`src/rtl/sum_arb.sv`:
```
// rtl/sum_arb.sv - two-requester round-robin front end for a shared accumulator engine
module sum_arb #(
    parameter int DATA_W = 8,
    parameter int N_W    = 8
) (
    input  logic                clk_i,
    input  logic                rst_ni,
    input  logic [1:0]          req_i,
    input  logic [2*N_W-1:0]    n_i,
    input  logic [2*DATA_W-1:0] data_i,
    output logic [1:0]          gnt_o,
    output logic [1:0]          rdy_o,
    output logic [1:0]          done_o,
    output logic [DATA_W-1:0]   res_o,
    output logic                busy_o,
    output logic                eng_start_o,
    output logic [N_W-1:0]      eng_n_o,
    output logic [DATA_W-1:0]   eng_data_o,
    input  logic                eng_done_i,
    input  logic [DATA_W-1:0]   eng_sum_i,
    output logic                eng_clr_no
);

    localparam logic [2:0] IDLE   = 3'd0;
    localparam logic [2:0] START  = 3'd1;
    localparam logic [2:0] STREAM = 3'd2;
    localparam logic [2:0] WAIT   = 3'd3;
    localparam logic [2:0] CLEAR  = 3'd4;

    localparam logic [7:0] WAIT_LAST = 8'd254;

    logic [2:0]     state;
    logic           prio;
    logic           gidx;
    logic           pick;
    logic [N_W-1:0] n_lat;
    logic [N_W-1:0] cnt;
    logic [N_W-1:0] n_last;
    logic [7:0]     wcnt;

    // Preferred requester wins if asking, otherwise the other one
    assign pick   = req_i[prio] ? prio : ~prio;
    assign n_last = n_lat - {{(N_W-1){1'b0}}, 1'b1};

    always_ff @(posedge clk_i or negedge rst_ni) begin
        if (!rst_ni) begin
            state  <= IDLE;
            prio   <= 1'b0;
            gidx   <= 1'b0;
            gnt_o  <= 2'b00;
            done_o <= 2'b00;
            res_o  <= '0;
            n_lat  <= '0;
            cnt    <= '0;
            wcnt   <= '0;
        end else begin
            case (state)
                IDLE: begin
                    if (req_i != 2'b00) begin
                        gnt_o <= pick ? 2'b10 : 2'b01;
                        gidx  <= pick;
                        prio  <= ~pick;
                        n_lat <= pick ? n_i[2*N_W-1:N_W] : n_i[N_W-1:0];
                        state <= START;
                    end
                end
                START: begin
                    cnt   <= '0;
                    wcnt  <= '0;
                    state <= (n_lat != '0) ? STREAM : WAIT;
                end
                STREAM: begin
                    if (cnt == n_last) begin
                        cnt   <= '0;
                        state <= WAIT;
                    end else begin
                        cnt <= cnt + 1'b1;
                    end
                end
                WAIT: begin
                    // The 255th idle WAIT cycle completes the job with a zero result
                    if (eng_done_i) begin
                        res_o  <= eng_sum_i;
                        done_o <= gnt_o;
                        state  <= CLEAR;
                    end else if (wcnt == WAIT_LAST) begin
                        res_o  <= '0;
                        done_o <= gnt_o;
                        state  <= CLEAR;
                    end else begin
                        wcnt <= wcnt + 1'b1;
                    end
                end
                CLEAR: begin
                    done_o <= 2'b00;
                    gnt_o  <= 2'b00;
                    wcnt   <= '0;
                    state  <= IDLE;
                end
                default: state <= IDLE;
            endcase
        end
    end

    assign rdy_o       = (state == STREAM) ? gnt_o : 2'b00;
    assign eng_data_o  = (state == STREAM) ? (gidx ? data_i[2*DATA_W-1:DATA_W] : data_i[DATA_W-1:0]) : '0;
    assign eng_start_o = (state == START);
    assign eng_n_o     = (state == START) ? n_lat : '0;
    assign busy_o      = (state != IDLE);
    assign eng_clr_no  = rst_ni && (state != CLEAR);

endmodule

```
`config.mk`:
```
export PLATFORM = sky130hd
export DESIGN_NAME = sum_arb
export DESIGN_NICKNAME = d
export VERILOG_FILES = /design/src/rtl/sum_arb.sv
export SDC_FILE = /design/constraint.sdc
export NUM_CORES = 1
export LEC_CHECK = 0
export ABC_CLOCK_PERIOD_IN_PS = 5800
export BUFFER_PORTS_ARGS = -buffer_cell sky130_fd_sc_hd__buf_2
export CORE_MARGIN = 8
export CORE_UTILIZATION = 55
export CTS_BUF_LIST = sky130_fd_sc_hd__clkbuf_4 sky130_fd_sc_hd__clkbuf_8 sky130_fd_sc_hd__clkbuf_16
export CTS_CLUSTER_DIAMETER = 40
export DETAILED_ROUTE_END_ITERATION = 8
export HOLD_SLACK_MARGIN = 0.08
export PLACE_DENSITY = 0.94
export SYNTH_ARGS = -nofsm -noshare
export SYNTH_HDL_FRONTEND = slang
export SYNTH_SLANG_ARGS = --single-unit
```
`constraint.sdc`:
```
create_clock -name clk_i -period 5.8 [get_ports clk_i]
set_input_delay 0.87 -clock clk_i [delete_from_list [all_inputs] [get_ports clk_i]]
set_output_delay 0.87 -clock clk_i [all_outputs]
set_load 0.005 [all_outputs]
```
==> Yosys cells after proc, flatten, opt, wreduce, memory -nomap -nowiden <==
Index checks and enable logic that the tools add are counted.
Widths: inputs -> output; s select.
{ "classes": {"n_lt_le_gt_ge": 1, "n_eq_ne": 12, "mux": 27, "reduce_logical": 17, "bitwise": 2, "addsub": 3} }
{ "ops": {"columns": ["op", "count"], "rows": [
  ["$mux 8", 9],
  ["$pmux 8 s2", 2],
  ["$add 8x1->8 const B", 2],
  ["$mux 3", 4],
  ["$pmux 3 s4", 1],
  ["$reduce_bool 2->1", 6],
  ["$mux 2", 5],
  ["$eq 8x8->1", 1],
  ["$eq 8x8->1 const B", 1],
  ["$ne 2x2->1 const B", 4],
  ["$pmux 2 s2", 2],
  ["$reduce_and 2->1", 4],
  ["$reduce_bool 8->1", 1],
  ["$sub 8x1->8 const B", 1],
  ["$eq 3x2->1 const B", 2],
  ["$ne 3x3->1 const B", 2],
  ["$reduce_and 3->1", 2],
  ["$mux 1", 4],
  ["$eq 3x1->1 const B", 1],
  ["$eq 3x3->1 const B", 1],
  ["$logic_not 3->1", 1],
  ["$reduce_bool 3->1", 1],
  ["$lt 1x2->1 const B", 1],
  ["$not 1->1", 2],
  ["2 further kinds", 2]
]} }
{ "word_totals": {"input_bits": 45, "elab_cells": 71, "out_inout_bits": 33, "reg_bits": 41} }

==> Longest topological paths before layout <==
{ "depth": {"depth_word": 6, "ltp_mapped": 9} }

==> Least setup slack after synthesis <==
No wires, ideal clock.
{ "synth_timing": {"kind": "register to register", "start": "register n_lat[0]", "end": "register cnt[4]", "setup_time_ns": 0.120, "slack_ns": 3.359, "required_ns": 5.680, "arrival_time_ns": 2.321, "path_stages_with_launch": 10, "path_cell_list": "dfrtp_1 inv_1 ha_1 nor3b_1 or3_2 a22oi_2 a21oi_2 nor4_4 o21ai_1 a31o_1"} }
{ "synth_via": {"elab_chain_len": 4} }
{ "synth_lines": {"columns": ["item", "line", "source"], "rows": [
  ["start, declared", "36", "logic [N_W-1:0] n_lat;"],
  ["start signal, assigned", "63", "n_lat <= pick ? n_i[2*N_W-1:N_W] : n_i[N_W-1:0];"],
  ["$sub 8x1->8", "43", "assign n_last = n_lat - {{(N_W-1){1'b0}}, 1'b1};"],
  ["$eq 8x8->1", "73", "if (cnt == n_last) begin"],
  ["$mux 8", "73", null],
  ["$pmux 8 s2", "57", "case (state)"],
  ["end signal, assigned", "77", "cnt <= cnt + 1'b1;"],
  ["end, declared", "37", "logic [N_W-1:0] cnt;"]
]} }
Every way passes these cells.
A chain may end at the register's enable or synchronous reset.

==> Worst setup path after layout <==
{ "layout_timing": {"start": "register state[1]", "end": "output port eng_data_o[7]"} }
{ "layout_via": {"elab_chain_len": 2} }
{ "layout_lines": {"columns": ["item", "line", "source"], "rows": [
  ["start, declared", "32", "logic [2:0] state;"],
  ["start signal, assigned", "70", "state <= (n_lat != '0) ? STREAM : WAIT;"],
  ["$eq 3x2->1", "106", "assign eng_data_o = (state == STREAM) ? (gidx ? data_i[2*DATA_W-1:DATA_W] : data_i[DATA_W-1:0]) : '0;"],
  ["$mux 8", "106", null],
  ["end, declared", "18", "output logic [DATA_W-1:0] eng_data_o,"]
]} }
Every way passes these cells.

==> impl_metrics.tcl <==
set metrics [dict create \
    worst_ep_required_time_ns 4.93 \
    ys.flop_type "dfrtp_1" \
    synth_edf_count 0 \
    hold_class "flip-flop to flip-flop" \
    ant_nets 0 \
    avgSynthCellArea_sq_um 9.40 \
    hold_viol_final 0 \
    netlist_instances 255 \
    hold_buffers 0 \
    synth_cell_type_count 43 \
    cts.path.max_buffers 2 \
    post-cts-setup-buffer-count 0 \
    yosys.area.top_type_share_pct 42.8 \
    path_class "flip-flop to output port" \
    cts_buffers 5 \
    drt-total-wl_um 6280 \
    grt_first_pass_wirelength_um 10300 \
    path_cells "inv_1 -> nor2_1 -> nand2_1 -> nor2_1 -> buf_2" \
    grt_pass1_vias 2275 \
    rr_endpoint "cnt[4]" \
    routedWlPerCell_um 16.5 \
    internal-power_mw 0.820 \
    pwr-share-seq_pct 39.1 \
    setup_slack_ns 2.81 \
    skew_ns 0.00730 \
    final_cell_mix "buf_2, dfrtp_1, nor2_1" \
    gr-total-overflow 0 \
    worst_slew_pin_slew_ns 1.13 \
    vias_per_cell 5.80 \
    core_area_sq_um 4260 \
    maxCapViolCount 0 \
    r2r-start "n_lat[0]" \
    critPathMaxStageDelay_ns 0.54 \
    start_util_pct 56.2 \
    dpl.hpwl_um 4600 \
    clkPwrFrac_pct 17.1 \
    p_per_area_nw_per_um2 487 \
    clockRootBuffer "clkbuf_8" \
    fin_crit_sh_pct 51.5 \
    cts_tree "yes" \
    area_growth_syn_to_layout_pct 21.3 \
    slowest_stage "dfrtp_1" \
    finalPower_mw 1.42 \
    grt_start_max_net_pins 43 \
    yosys_warnings 0 \
    p_sw_share_pct 42.1 \
    yosys.area.top_type "dfrtp_1" \
    dr_wl_met3_um 377 \
    yosys-top-cells-area "dfrtp_1, mux2i_1, nor2_1, xor2_1, a22o_1" \
    synth_fp_nets 304 \
    ys_ff_latch 41 \
    final_nets 376 \
    worstSetupEndpointType "output port" \
    wl_met2_um 3120 \
    antenna_found_initial 0 \
    ys_async_sr_fraction_pct 100 \
    routed.top_layer "met4" \
    ctsResizeCount 0 \
    h-tree-depth 2 \
    period_minus_slack_ns 2.99 \
    final_common_cell "buf_2" \
    drt_iter0_drc 174 \
    cts.clk_slew.worst_paths_ns 0.08 \
    vdd_drop_max_uv 330 \
    drc 0 \
    fmax_mhz 335 \
    rsz0062_at_grt "no" \
    setup_viol 0 \
    dr.pass1.iters 4 \
    slew_viol_final 0 \
    combinationalPowerShare_pct 43.8 \
    insertion_delay_ns 0.29 \
    vias 2203 \
    netlist_area_sq_um 2400 \
    crit_start "state[1]" \
    die_w_um 82.0 \
    setup_tns_ns 0 \
    p_switching_mw 0.597 \
    gpl.final_weighted_congestion 0.924 \
    critPathMaxFanout 14 \
    startpoint_type "flip-flop" \
    portBuffers 77 \
    r2r_slack_ns 3.05 \
    clock_sinks 41 \
    reg2reg_depth 9 \
    drive_gt1_share_pct 28.7 \
    pre_cts_slack_ns 3.09 \
    crit_end "eng_data_o[7]" \
    synth_seq_area_share_pct 42.8 \
    arrival_ns 2.12 \
    status "finished clean" \
    num_antenna_cells 0 \
    p_leak_nw 1.47 \
    die_area_sq_um 6730 \
    ios 78 \
    crit_top_cell "nor2_1" \
    die_h_um 82.0 \
    drt-met1-wl_um 2620 \
    track_usage_pct 19.5 \
    final_util_pct 68.2 \
    slew_headroom_pct 22.8 \
    rows 24 \
]
[layer usage]
| metal | GRT usage [%] | vias to the layer above |
|---|---|---|
| met2 | 32.8 | 103 |
| met4 | 8.95 | 0 |
| met3 | 5.25 | 17 |
| met5 | 0 | - |
| li1 | - | 1042 |
| met1 | 22.8 | 1041 |
[cell type report]
class | instances | area (sq um)
clock inverters | 1 | 30.0
inverters | 10 | 37.5
fillers | 308 | 1360
clock buffers | 7 | 90.1
repair buffers | 78 | 393
flip-flops and latches | 41 | 1030
multi-input cells | 191 | 1270
well taps | 52 | 65.1
[critical path, delay by kind of cell, from the launching register on]
family / cells / cell delay [ns]
AND/OR/NAND/NOR: 3 / 1.01
buffers and inverters: 2 / 0.28
flip-flops: 1 / 0.54
[flip-flops by register name, summed over array words and instances (netlist names)]
signal,count
wcnt,8
done_o,2
gidx,1
prio,1
state,3
res_o,8
cnt,8
gnt_o,2
n_lat,8
[power groups by stage]
stage	sequential (mW)	clock, mW	combinational [mW]
2_1_floorplan	0.474	0	0.488
3_3_place_gp	0.541	0	0.586
3_5_place_dp	0.547	0	0.615
4_1_cts	0.548	0.243	0.624
5_1_grt	0.570	0.258	0.694
6_report	0.555	0.242	0.620
[through the flow]
stage / cell area, sq um / hold slack (ns) / std cells
final: 2910 / 0.507 / 380
after global routing: 2910 / 0.537 / 380
after CTS: 2910 / 0.508 / 380
after detailed placement: 2790 / 0.485 / 372
after global placement: 2790 / 0.484 / 372
after floorplan: 2400 / 0.489 / 255
[how the worst min path moves through the flow]
stage,slack (ns),start,cells after the start,to
3_3_place_gp,0.48,res_o[6],1,res_o[6]
2_1_floorplan,0.49,prio,2,prio
4_1_cts,0.51,res_o[1],1,res_o[1]
3_5_place_dp,0.49,res_o[7],1,res_o[7]
6_report,0.51,res_o[1],1,res_o[1]
5_1_grt,0.54,res_o[4],1,res_o[4]
[logic make-up after synthesis]
logic type      count (synthesis)  synth area share [%]
mux                            19                  7.93
compound gates                 50                  14.5
fa+ha+maj                       4                  2.09
flops                          41                  42.8
buf+inv                        23                  4.33
xor+xnor                       20                  7.31
simple gates                   98                  21.1
[synth_stat cells (2+ instances only)]
cell type   n
dfrtp_1    41
nor2_1     35
mux2i_1    19
a21oi_1    15
nand2_1    13
nand3_1    13
xor2_1     13
a22o_1     12
clkbuf_1   10
inv_1      10
and2_1      7
xnor2_1     7
o21ai_0     6
nand4_1     5
nor3_1      5
nor4_1      5
and3_1      4
ha_1        4
o31ai_1     3
a31o_1      2
nand3b_1    2
nor4_4      2
o21ai_1     2
(Power assumes the default switching activity.)
